--- config.mk ---
export PLATFORM = sky130hd
export DESIGN_NAME = ahb_master
export DESIGN_NICKNAME = d
export VERILOG_FILES = /design/src/rtl/ahb_master.sv
export SDC_FILE = /design/constraint.sdc
export NUM_CORES = 1
export LEC_CHECK = 0
export BUFFER_PORTS_ARGS = -buffer_cell sky130_fd_sc_hd__clkbuf_2
export CORE_MARGIN = 2
export CORE_UTILIZATION = 54
export DETAILED_ROUTE_END_ITERATION = 8
export HOLD_SLACK_MARGIN = 0.03
export PLACE_DENSITY = 0.79
export SETUP_SLACK_MARGIN = 0.4
export SLEW_MARGIN = 20
export SYNTH_ARGS = -nofsm -noshare
export SYNTH_HDL_FRONTEND = slang
export SYNTH_SLANG_ARGS = --single-unit
--- constraint.sdc ---
create_clock -name HCLK -period 7.1 [get_ports HCLK]
set_input_delay 0.71 -clock HCLK [delete_from_list [all_inputs] [get_ports HCLK]]
set_output_delay 0.71 -clock HCLK [all_outputs]
set_load 0.005 [all_outputs]
--- src/rtl/ahb_master.sv ---
// rtl/ahb_master.sv - AHB-Lite bus master running SINGLE/INCR4 commands
module ahb_master #(
  parameter int TIMEOUT_CYC = 16
) (
  input  logic         HCLK,
  input  logic         HRESETn,
  input  logic         cmd_valid,
  output logic         cmd_ready,
  input  logic         cmd_write,
  input  logic [31:0]  cmd_addr,
  input  logic [2:0]   cmd_size,
  input  logic         cmd_incr4,
  input  logic         cmd_lock,
  input  logic [127:0] cmd_wdata,
  output logic         rd_valid,
  output logic [31:0]  rd_data,
  output logic         done,
  output logic         done_err,
  output logic [31:0]  HADDR,
  output logic         HWRITE,
  output logic [2:0]   HSIZE,
  output logic [2:0]   HBURST,
  output logic [3:0]   HPROT,
  output logic [1:0]   HTRANS,
  output logic         HMASTLOCK,
  output logic [31:0]  HWDATA,
  output logic [3:0]   HWSTRB,
  input  logic [31:0]  HRDATA,
  input  logic         HREADY,
  input  logic         HRESP
);

  localparam int TW = $clog2(TIMEOUT_CYC + 1);
  localparam logic [TW-1:0] TMO_LAST = TW'(TIMEOUT_CYC - 1);

  localparam logic [1:0] TR_IDLE   = 2'b00;
  localparam logic [1:0] TR_NONSEQ = 2'b10;
  localparam logic [1:0] TR_SEQ    = 2'b11;

  typedef enum logic [2:0] {S_IDLE, S_CHECK, S_XFER, S_DRAIN, S_FIN} state_t;

  state_t r_state;
  state_t w_nstate;

  logic          r_rdy_en;
  logic          r_write;
  logic [31:0]   r_addr;
  logic [2:0]    r_size;
  logic          r_incr4;
  logic          r_lock;
  logic [127:0]  r_wdata;
  logic          r_err;
  logic [1:0]    r_abeat;
  logic          r_addr_active;
  logic          r_data_active;
  logic [TW-1:0] r_tcnt;

  logic          w_accept;
  logic          w_illegal;
  logic [31:0]   w_last_addr;
  logic          w_last_abeat;
  logic          w_err_first;
  logic          w_err_final;
  logic          w_tmo;

  // Byte lanes touched by one transfer; reads never assert strobes
  function automatic logic [3:0] f_strb(input logic [2:0] sz, input logic [1:0] a, input logic wr);
    logic [3:0] s;
    s = 4'h0;
    if (wr) begin
      case (sz)
        3'd0:    s = 4'b0001 << a;
        3'd1:    s = 4'b0011 << {a[1], 1'b0};
        default: s = 4'hF;
      endcase
    end
    return s;
  endfunction

  assign HPROT     = 4'b0011;
  assign cmd_ready = r_rdy_en && (r_state == S_IDLE);
  assign done      = (r_state == S_FIN);
  assign done_err  = (r_state == S_FIN) && r_err;

  // Command legality and bus-response qualifiers
  always_comb begin
    w_accept     = cmd_valid && cmd_ready;
    w_last_addr  = r_addr + (32'd3 << r_size[1:0]);
    w_illegal    = (r_size > 3'd2)
                || ((r_size == 3'd1) && r_addr[0])
                || ((r_size == 3'd2) && (r_addr[1:0] != 2'b00))
                || (r_incr4 && (|((r_addr ^ w_last_addr) & 32'hFFFF_FC00)));
    w_last_abeat = !r_incr4 || (r_abeat == 2'd3);
    w_err_first  = r_data_active && !HREADY && HRESP;
    w_err_final  = r_data_active && HREADY && HRESP;
    w_tmo        = r_data_active && !HREADY && (r_tcnt == TMO_LAST);
  end

  // State register
  always_ff @(posedge HCLK or negedge HRESETn) begin
    if (!HRESETn) r_state <= S_IDLE;
    else          r_state <= w_nstate;
  end

  // Next-state decode
  always_comb begin
    w_nstate = r_state;
    case (r_state)
      S_IDLE:  if (w_accept) w_nstate = S_CHECK;
      S_CHECK: w_nstate = w_illegal ? S_FIN : S_XFER;
      S_XFER, S_DRAIN: begin
        if (w_err_final || w_tmo)                           w_nstate = S_FIN;
        else if (w_err_first)                               w_nstate = S_DRAIN;
        else if (HREADY && r_addr_active && w_last_abeat)   w_nstate = S_DRAIN;
        else if (HREADY && !r_addr_active && r_data_active) w_nstate = S_FIN;
      end
      S_FIN:   w_nstate = S_IDLE;
      default: w_nstate = S_IDLE;
    endcase
  end

  // Command latch, pipelined address/data phases, timeout and read return
  always_ff @(posedge HCLK or negedge HRESETn) begin
    if (!HRESETn) begin
      r_rdy_en      <= 1'b0;
      r_write       <= 1'b0;
      r_addr        <= 32'h0;
      r_size        <= 3'd0;
      r_incr4       <= 1'b0;
      r_lock        <= 1'b0;
      r_wdata       <= 128'h0;
      r_err         <= 1'b0;
      r_abeat       <= 2'd0;
      r_addr_active <= 1'b0;
      r_data_active <= 1'b0;
      r_tcnt        <= '0;
      HTRANS        <= TR_IDLE;
      HADDR         <= 32'h0;
      HWRITE        <= 1'b0;
      HSIZE         <= 3'd2;
      HBURST        <= 3'd0;
      HMASTLOCK     <= 1'b0;
      HWDATA        <= 32'h0;
      HWSTRB        <= 4'h0;
      rd_valid      <= 1'b0;
      rd_data       <= 32'h0;
    end else begin
      r_rdy_en <= 1'b1;
      rd_valid <= 1'b0;
      case (r_state)
        S_IDLE: begin
          if (w_accept) begin
            r_write <= cmd_write;
            r_addr  <= cmd_addr;
            r_size  <= cmd_size;
            r_incr4 <= cmd_incr4;
            r_lock  <= cmd_lock;
            r_wdata <= cmd_wdata;
            r_err   <= 1'b0;
          end
        end
        S_CHECK: begin
          r_tcnt        <= '0;
          r_abeat       <= 2'd0;
          r_data_active <= 1'b0;
          if (w_illegal) begin
            r_err <= 1'b1;
          end else begin
            HTRANS        <= TR_NONSEQ;
            HADDR         <= r_addr;
            HWRITE        <= r_write;
            HSIZE         <= r_size;
            HBURST        <= r_incr4 ? 3'b011 : 3'b000;
            HMASTLOCK     <= r_lock;
            HWSTRB        <= f_strb(r_size, r_addr[1:0], r_write);
            r_addr_active <= 1'b1;
          end
        end
        S_XFER, S_DRAIN: begin
          if (r_data_active && !HREADY) r_tcnt <= r_tcnt + 1'b1;
          else                          r_tcnt <= '0;
          if (w_err_final || w_tmo) begin
            HTRANS        <= TR_IDLE;
            HMASTLOCK     <= 1'b0;
            r_addr_active <= 1'b0;
            r_data_active <= 1'b0;
            r_err         <= 1'b1;
          end else if (w_err_first) begin
            // Cancel the pending address phase while the slave finishes the error
            HTRANS        <= TR_IDLE;
            HMASTLOCK     <= 1'b0;
            r_addr_active <= 1'b0;
            r_err         <= 1'b1;
          end else if (HREADY) begin
            if (r_data_active && !r_write) begin
              rd_valid <= 1'b1;
              rd_data  <= HRDATA;
            end
            if (r_addr_active) begin
              // Address accepted: its data phase starts now
              r_data_active <= 1'b1;
              HWSTRB        <= f_strb(r_size, HADDR[1:0], r_write);
              if (r_write) HWDATA <= r_wdata[{r_abeat, 5'd0} +: 32];
              if (w_last_abeat) begin
                HTRANS        <= TR_IDLE;
                HMASTLOCK     <= 1'b0;
                r_addr_active <= 1'b0;
              end else begin
                HTRANS  <= TR_SEQ;
                HADDR   <= HADDR + (32'd1 << r_size[1:0]);
                r_abeat <= r_abeat + 2'd1;
              end
            end else begin
              r_data_active <= 1'b0;
            end
          end
          if (w_nstate == S_FIN) HWSTRB <= 4'h0;
        end
        S_FIN: begin
          HTRANS        <= TR_IDLE;
          HMASTLOCK     <= 1'b0;
          HWSTRB        <= 4'h0;
          r_addr_active <= 1'b0;
          r_data_active <= 1'b0;
        end
        default: ;
      endcase
    end
  end

endmodule

; Word-level counts from Yosys, hierarchy flattened
; Cells that the tools add are included.
[word_totals]
regBits = 291
inputBits = 203
output_inout_bits = 118
elab_cells = 183
[classes]
add_sub_neg = 4
magnitude_cmp = 1
eq_ne = 27
n_shift = 7
muxes = 70
bitwise = 4
reduce_logical = 47
[ops]
columns = cell, count
row1 = 32-bit two-way mux, 6
row2 = 128-bit by 8-bit indexed part select with 32-bit output, 1
row3 = 32-bit adder, 2
row4 = 32-bit case mux with 2 select lines, 1
row5 = 4-bit two-way mux, 8
row6 = 1-bit by 2-bit << shifter with 32-bit output (first input constant), 1
row7 = 2-bit by 2-bit << shifter with 32-bit output (first input constant), 1
row8 = 32-bit XOR, 1
row9 = 1-bit two-way mux, 25
row10 = 2-bit two-way mux, 12
row11 = 22-bit OR reduction, 1
row12 = 3-bit != test (second input constant), 7
row13 = 3-bit two-way mux, 6
row14 = 6-bit AND reduction, 3
row15 = 1-bit logical AND, 16
row16 = 2-bit != test (second input constant), 8
row17 = 4-bit case mux with 2 select lines, 2
row18 = 4-bit != test (second input constant), 3
row19 = 4-bit case mux with 3 select lines, 1
row20 = 5-bit case mux with 2 select lines, 1
row21 = 5-bit AND reduction, 2
row22 = 3-bit by 2-bit == test with 1-bit output (second input constant), 3
row23 = 1-bit case mux with 3 select lines, 3
row24 = 3-bit case mux with 3 select lines, 1
row25 = other kinds (24), 45

; Logic depth before layout (Yosys ltp)
; Gate-level depths: netlist of the first run.
[logic_depth]
word_depth = 11
depth_mapped = 12
mapped_depth_nobuf = 10

; Worst setup path after synthesis of the first run
; OpenSTA, ideal clock, no wires.
[synth_path]
path_type = reg2reg
from = reg r_size[1]
to = reg HBURST[0]
setup_ns = 0.125
arrival_ns = 2.444
t_required_ns = 6.975
setup_slack_ns = 4.531
stages_incl_launch_ff = 9
path_buffers = 0
period_less_slack_ns = 2.569
path_cell_list = dfrtp_1 > inv_1 > ha_1 > ha_1 > a21oi_1 > a2111oi_4 > or3_1 > nor3_4 > mux2_2
[synth_via]
elab_chain_cells = 8
word_cells_on_any_way = 15
cone_classes = 1 x add/sub / 1 x order compare / 2 x eq/ne / 1 x shift / 2 x bitwise / 8 x reduce/logical
[synth_lines]
columns = element, line
row1 = from (decl), 48  ; logic [2:0] r_size;
row2 = from (signal assigned), 155  ; r_size <= cmd_size;
row3 = 2-bit by 2-bit << shifter with 32-bit output, 88  ; w_last_addr = r_addr + (32'd3 << r_size[1:0]);
row4 = 32-bit adder, 88
row5 = 32-bit XOR, 92  ; || (r_incr4 && (|((r_addr ^ w_last_addr) & 32'hFFFF_FC00)));
row6 = 22-bit OR reduction, 92
row7 = 1-bit logical AND, 92
row8 = 1-bit logical OR (*), 92
row9 = 1-bit NOT (no line) (*), n/a
row10 = 2-bit AND reduction (no line) (*), n/a
row11 = to (signal assigned), 173  ; HBURST <= r_incr4 ? 3'b011 : 3'b000;
row12 = to (decl), 22  ; output logic [2:0] HBURST,
; Every way passes the cells marked *; elsewhere a longest branch is shown, timed or not.
; A chain may end at the register's enable or synchronous reset.

; Worst setup path in the final report of the first run
[layout_path]
from = reg r_size[1]
to = reg HADDR[3]
[layout_via]
elab_chain_cells = 8
word_cells_on_any_way = 23
cone_classes = 2 x add/sub / 1 x order compare / 3 x eq/ne / 2 x shift / 6 x mux / 1 x bitwise / 8 x reduce/logical
[layout_lines]
columns = element, line
row1 = 2-bit by 2-bit << shifter with 32-bit output or 1-bit by 2-bit << shifter with 32-bit output (tied branches), "88, 210"
row2 = "32-bit adder, on equally long branches", "88, 210"
row3 = 32-bit XOR or 32-bit two-way mux (tied branches), "92, 204"
row4 = 22-bit OR reduction or 32-bit two-way mux (tied branches), "92, 199"
row5 = 1-bit logical AND or 32-bit two-way mux (tied branches), "92, 194"
row6 = 1-bit logical OR or 32-bit two-way mux (tied branches), "92, 188"
row7 = 2-bit != test (no line) or 32-bit two-way mux (tied branches), n/a
row8 = 7-bit AND reduction (no line) or 32-bit case mux with 2 select lines (tied branches), n/a
row9 = to (signal assigned), 170  ; HADDR <= r_addr;
row10 = to (signal assigned), 210  ; HADDR <= HADDR + (32'd1 << r_size[1:0]);
row11 = to (decl), 19  ; output logic [31:0] HADDR,
; Parallel ways exist; a longest one is shown, timed or not. The select of a mux whose other input is x is not followed.

==> out/results.tsv, run 1 <==
stage	metric	value	unit
critical_path	slowest_stage	and2_1	
route	remaining_drc_errors	0	
synthesis	post_synth_num_cell_types	67	
floorplan	initial_core_util	54.6	%
global_routing	groute.layer.met2.usage	41.6	%
critical_path	critPathCaptureType	register	
clock_tree	clockBufferDepth	3	
global_routing	use_met1	31.3	%
finish	layout_common_cells	314 x clkbuf_2, 287 x dfrtp_1, 239 x mux2_2	
global_routing	overflow	0	
critical_path	cp_data_required_time	7540	ps
global_routing	antenna_found_initial	1	
global_routing	grt_pass1_wl	51200	microns
synthesis	syn_inst	977	
timing	finalMaxSlewViolations	0	
power_and_ir_drop	p_leak	0.00761	uW
critical_path	crit_buf_inv	2	
place	dp_hpwl	21400	microns
power_and_ir_drop	powerDensity	413	mW/mm^2
timing	finalHoldViolations	0	
critical_path	crit_path_max_incr_delay	790	ps
outcome	outcome	completed	
synthesis	synth_seq_area_share	54.8	%
route	vias	9315	
global_routing	grt_pass1_vias	9665	
timing	clock_skew	16.4	ps
critical_path	r2r-start	r_size[1]	
synthesis	syn_avg_cell_area	13.5	sq um
floorplan	core	0.0242	sq mm
finish	final_common_cell	clkbuf_2	
flow_run	maxCapViolCount	0	
synthesis	synth.largest_area_cell	dfrtp_1	
timing	max_slew.worst_pin.slew	1060	ps
synthesis	yosysWarnings	0	
timing	final.setup.tns	0	ps
finish	area_growth	22.1	%
clock_tree	post_cts_resized	0	
clock_tree	cts_hold_buf	0	
finish	layout.nets	1490	
timing	whs	170	ps
synthesis	async_flop_share	100	%
place	port_buffers	315	
timing	rsz0062_at_grt	false	
clock_tree	numClockSinks	289	
critical_path	critical_path.startpoint_type	register	
floorplan	die_x	160	microns
timing	setup_viol	0	
route	dr.pass1.iters	5	
clock_tree	clk_latency	570	ps
clock_tree	htree_num_levels	1	
synthesis	syn-cell-area	0.0132	sq mm
synthesis	synth_top_area_share	54.6	%
critical_path	crit_top_cell	ha_1	
route	drt_iter0_markers	698	
timing	max_slew_margin	29.4	%
floorplan	die_area	0.0257	sq mm
floorplan	ioPinCount	321	
floorplan	dieHeight	160	microns
critical_path	critPathKind	register to register	
critical_path	crit_arrival	3940	ps
global_routing	grt_usage	24.7	%
critical_path	critical_path.top_delay_family	simple AND/OR/NAND/NOR gates	
clock_tree	cts_root_buffer	clkbuf_16	
finish	num-fill-cells	1803	
route	ant_nets	0	
critical_path	cp_max_fo	33	
global_routing	grt.busiest_layer	met2	
global_routing	grt_max_degree	181	
clock_tree	post-cts-setup-buffer-count	0	
timing	fmax	0.286	GHz
min_path	hold_class	input port to asynchronous set/reset pin	
critical_path	path_cells	inv_1 -> ha_1 -> ha_1 -> a21oi_1 -> a2111oi_4 -> o31ai_4 -> buf_4 -> and2_1 -> mux2_1	
route	routed_via_density	5.75	
finish	drive_gt1_share	51.9	%
synthesis	ys_top_cells_by_area	dfrtp_1 55%, mux2_2 20%, mux4_2 5.5%, buf_2 1.4%, ha_1 1.4%	
route	routed_wl	31400	microns
floorplan	rows	57	
place	gp_congestion	0.871	
timing	period_share	49.3	%
clock_tree	cts_buffers	31	
critical_path	critPathLaunch	r_size[1]	
route	avgRoutedWirePerCell	19.4	microns
power_and_ir_drop	ir_drop	248	uV
global_routing	use_met3	6.53	%
clock_tree	cts_tree	built	
clock_tree	path_clk_slew	60	ps
synthesis	synthFlopType	dfrtp_1	
synthesis	synth_edf_count	0	
timing	min_period	3500	ps
synthesis	yosys_register_bits	289	
synth_stat cells (all sizes together) (8+ instances only):
cell type / number
nor2: 22
nand2: 40
nor3: 9
o31ai: 12
ha: 15
dfrtp: 288
mux4: 32
mux2: 240
o21ai: 26
nand3: 15
a31oi: 23
o22ai: 14
inv: 20
clkbuf: 19
buf: 52
nand4: 8
a21oi: 35
stage by stage:
stage | util, % | area (sq um) | cells | power (uW) | worst slack (ps)
detailed placement | 62.0 | 15000 | 1562 | 4960 | 3670
floorplan | - | 13200 | 981 | 4240 | 4530
global placement | 62.0 | 15000 | 1562 | 4830 | 3730
finish | 66.6 | 16100 | 1621 | 6650 | 3600
global route | 66.6 | 16100 | 1621 | 7040 | 3430
CTS | 66.6 | 16100 | 1620 | 6680 | 3640
sequential cells by signal, indices dropped and copies added, names as in the netlist, 2 cells and up:
signal / count
r_abeat: 2
HSIZE: 3
r_state: 3
r_addr: 32
HTRANS: 2
HADDR: 32
r_size: 3
HWSTRB: 4
HWDATA: 32
r_wdata: 128
rd_data: 32
r_tcnt: 5
report_power, final:
group / leakage, uW / total [uW] / internal (uW) / switching (uW)
sequential: 0.00355 / 2810 / 2320 / 494
combinational: 0.00351 / 2140 / 1170 / 967
clock: 0.000549 / 1700 / 1040 / 662
total: 0.00761 / 6650 / 4530 / 2120
worst register-to-register path, delay by kind of cell, from the launching register on:
family,cells,cell delay (ps)
and+or+nand+nor,1,790
AOI/OAI and AO/OA,3,600
muxes,1,390
DFF,1,480
buffers and inverters,2,510
adders and majority gates,2,600
final timing paths:
path | endpoint | slack, ps | cells after the start
max | HADDR[3] | 3600 | 9
min | r_addr[21] | 170 | 1
max reg2reg | HADDR[3] | 3600 | 9
min reg2reg | r_tcnt[3] | 470 | 1
max in group asynchronous | r_wdata[65] | 5470 | 2
min in group HCLK | r_addr[16] | 370 | 2
final cells by class:
type / count / area (sq um) / share of cell area (%)
sequential: 289 / 7230 / 44.9
multi-input combinational: 601 / 5590 / 34.7
timing repair buffer: 328 / 1700 / 10.5
clock buffer: 47 / 956 / 5.94
tap: 324 / 405 / 2.52
clock inverter: 11 / 148 / 0.917
inverter: 20 / 75.1 / 0.466
antenna: 1 / 2.50 / 0.0155
cell families after synthesis:
logic type	share of synthesized area, %
and+or+nand+nor	5.65
muxes	26.2
buffers and inverters	3.21
DFF	54.8
other	0.0569
AOI/OAI and AO/OA	8.44
xor gates and xnor gates	0.0664
adders and majority gates	1.57
layer usage:
layer	vias up	routed length (microns)
met5	-	0
met2	381	15600
met3	65	2570
li1	4214	-
met4	0	1020
met1	4655	12200
No activity file was read; power rests on OpenSTA's default activity.
==> inputs of run 2 (changes only) <==
==> constraint.sdc (replaced) <==
create_clock -name HCLK -period 3.6 [get_ports HCLK]
set_input_delay 0.36 -clock HCLK [delete_from_list [all_inputs] [get_ports HCLK]]
set_output_delay 0.36 -clock HCLK [all_outputs]
set_load 0.005 [all_outputs]
==> run 2 against run 1 <==
- combinational power is 110% higher
- critical path depth stayed put
- sequential power is 100% higher
- worst hold slack worse by 130 ps
- clock power is 92% higher
- final cell count is 11% higher
- die area stayed put
- routed wire length is 23% higher
- global-route usage is 5.4 points higher
- non-clock buffer count is 186 higher
==> out/results.tsv, run 2 (synthesis results as in run 1) <==
stage	metric	value	unit	change
outcome	outcome	completed		unchanged
timing	min_period	3030	ps	was 3500 ps
clock_tree	cts_root_buffer	clkbuf_16		unchanged
timing	setup_viol	0		unchanged
global_routing	grt_pass1_wl	61300	microns	was 51,200 microns
place	dp_hpwl	22000	microns	was 21,400 microns
critical_path	r2r-start	r_size[1]		unchanged
finish	layoutNonFillerInstCount	1806		was 1,621
floorplan	core	0.0242	sq mm	unchanged
power_and_ir_drop	powerDensity	756	mW/mm^2	was 413 mW/mm^2
route	routed_via_density	5.82		was 5.75
finish	layout_common_cells	314 x clkbuf_2, 287 x dfrtp_1, 239 x mux2_2		unchanged
route	avgRoutedWirePerCell	21.5	microns	was 19.4 microns
power_and_ir_drop	p_leak	0.00837	uW	was 0.00761 uW
global_routing	grt.busiest_layer	met2		unchanged
global_routing	groute.layer.met2.usage	51.6	%	was 41.6%
min_path	min_from	HRDATA[5]		
floorplan	die_area	0.0257	sq mm	unchanged
route	ant_nets	0		unchanged
global_routing	grt_usage	30.0	%	was 24.7%
critical_path	reg2reg_to	HADDR[28]		was HADDR[3]
finish	layout.nets	1676		was 1,490
clock_tree	numClockSinks	289		unchanged
timing	clock_skew	23.8	ps	was 16.4 ps
critical_path	rrSetupSlack	570	ps	was 3600 ps
clock_tree	path_clk_slew	60	ps	about the same
critical_path	cp_data_required_time	4040	ps	was 7540 ps
place	dpl.cell_count	1570		was 1,562
flow_run	maxCapViolCount	0		unchanged
clock_tree	post-cts-setup-buffer-count	0		unchanged
critical_path	critPathLaunch	r_size[1]		unchanged
timing	final.setup.tns	0	ps	unchanged
finish	final_common_cell	clkbuf_2		unchanged
place	gp_congestion	0.888		was 0.871
floorplan	die_x	160	microns	unchanged
finish	largest_reg_flops	128		unchanged
finish	drive_gt1_share	45.8	%	was 51.9%
timing	max_slew_margin	49.9	%	was 29.4%
route	routed_wl	38800	microns	was 31,400 microns
global_routing	overflow	0		unchanged
clock_tree	clk_latency	570	ps	about the same
route	dr.pass1.iters	5		unchanged
clock_tree	cts_tree	built		unchanged
finish	num-fill-cells	1463		was 1,803
finish	top_register	r_wdata		unchanged
finish	area_growth	36.0	%	was 22.1%
timing	finalHoldViolations	0		unchanged
power_and_ir_drop	ir_drop	575	uV	was 248 uV
floorplan	initial_core_util	54.6	%	unchanged
floorplan	dieHeight	160	microns	unchanged
critical_path	critPathKind	register to register		unchanged
critical_path	critPathCaptureType	register		unchanged
route	vias	10504		was 9,315
global_routing	grt_max_degree	99		was 181
timing	period_share	84.3	%	was 49.3%
critical_path	cp_max_fo	32		was 33
floorplan	rows	57		unchanged
global_routing	antenna_found_initial	2		was 1
clock_tree	clockBufferDepth	3		unchanged
route	drt_iter0_markers	708		was 698
global_routing	use_met1	37.0	%	was 31.3%
timing	fmax	0.330	GHz	was 0.286 GHz
finish	multi_input_area	0.00560	sq mm	was 0.00559 sq mm
critical_path	critical_path.startpoint_type	register		unchanged
global_routing	grt_pass1_vias	11186		was 9,665
finish	ff_latch_area	0.00723	sq mm	unchanged
critical_path	ff2ff_path_depth	9		unchanged
clock_tree	htree_num_levels	1		unchanged
route	remaining_drc_errors	0		unchanged
min_path	hold_class	input port to register		was input port to asynchronous set/reset pin
timing	rsz0062_at_grt	false		unchanged
place	port_buffers	315		unchanged
clock_tree	cts_buffers	31		unchanged
timing	finalMaxSlewViolations	0		unchanged
critical_path	endpoint	HADDR[28]		was HADDR[3]
critical_path	crit_arrival	3470	ps	was 3940 ps
global_routing	use_met3	5.73	%	was 6.53%
timing	max_slew.worst_pin.slew	752	ps	was 1060 ps
floorplan	ioPinCount	321		unchanged
run 2: cell types whose count changed in the layout (fill, tap and decap cells not counted), moves of 2 or more:
cell / previous run / this run
dlygate4sd3_1: 0 / 178
clkinv_2: 6 / 8
buf_12: 1 / 4
clkbuf_8: 12 / 6
buf_4: 12 / 17
run 2: worst max-delay path, stage by stage (launching register included):
cell and delay [ps]:
dfrtp_1 490, inv_1 130, ha_1 300, ha_1 290, a21oi_1 280, a2111oi_4 140, o31ai_4 260, buf_4 380
nand2_1 330, o22a_1 300
run 2: worst min-delay path by stage:
stage               cells past startpoint  slack [ps]      endpoint
CTS                                     2          30   rd_data[22]
detailed placement                      1         450  r_wdata[120]
finish                                  2          40    rd_data[5]
global placement                        1         440  r_wdata[120]
global route                            2          30     r_addr[8]
floorplan                               0          60      HADDR[0]
run 2: metal layers:
metal	part of all wire (%)	wire length (microns)	vias to the layer above
met5	0	0	-
met3	6.7	2590	124
li1	-	-	4562
met4	4.5	1730	0
met1	38	14700	5250
met2	51	19800	568
run 2: power breakdown:
group | leakage (uW) | switching, uW | internal [uW] | total, uW
clock network | 0.000515 | 1350 | 1920 | 3270
logic | 0.00431 | 2120 | 2480 | 4600
registers | 0.00355 | 1110 | 4580 | 5690
run 2: area by class of cell:
cell class,instances,share of cell area (%)
Multi-Input combinational cell,601,31.2
Inverter,20,0.419
Clock buffer,42,4.89
Clock inverter,14,0.921
Antenna cell,2,0.0279
Sequential cell,289,40.3
Timing Repair Buffer,514,19.9
Tap cell,324,2.26
run 2: through the flow:
step | hold slack [ps] | total power, uW | setup WS (ps) | instance area, sq um | utilization, %
2_1_floorplan | 64.4 | 8370 | 1030 | 13200 | -
3_3_place_gp | 440 | 9580 | 656 | 15100 | 62.4
3_5_place_dp | 448 | 9830 | 508 | 15100 | 62.4
4_1_cts | 30.8 | 13300 | 485 | 17900 | 74.1
5_1_grt | 31.1 | 14200 | 433 | 17900 | 74.2
6_report | 44.5 | 13600 | 566 | 17900 | 74.2
run 2: repair_timing:
item | 4_1_cts | 5_1_grt
endpoints found under the setup margin | 0 | 2
gates resized for setup | 0 | 1
endpoints found under the hold margin | 269 | 1
hold buffers | 177 | 1
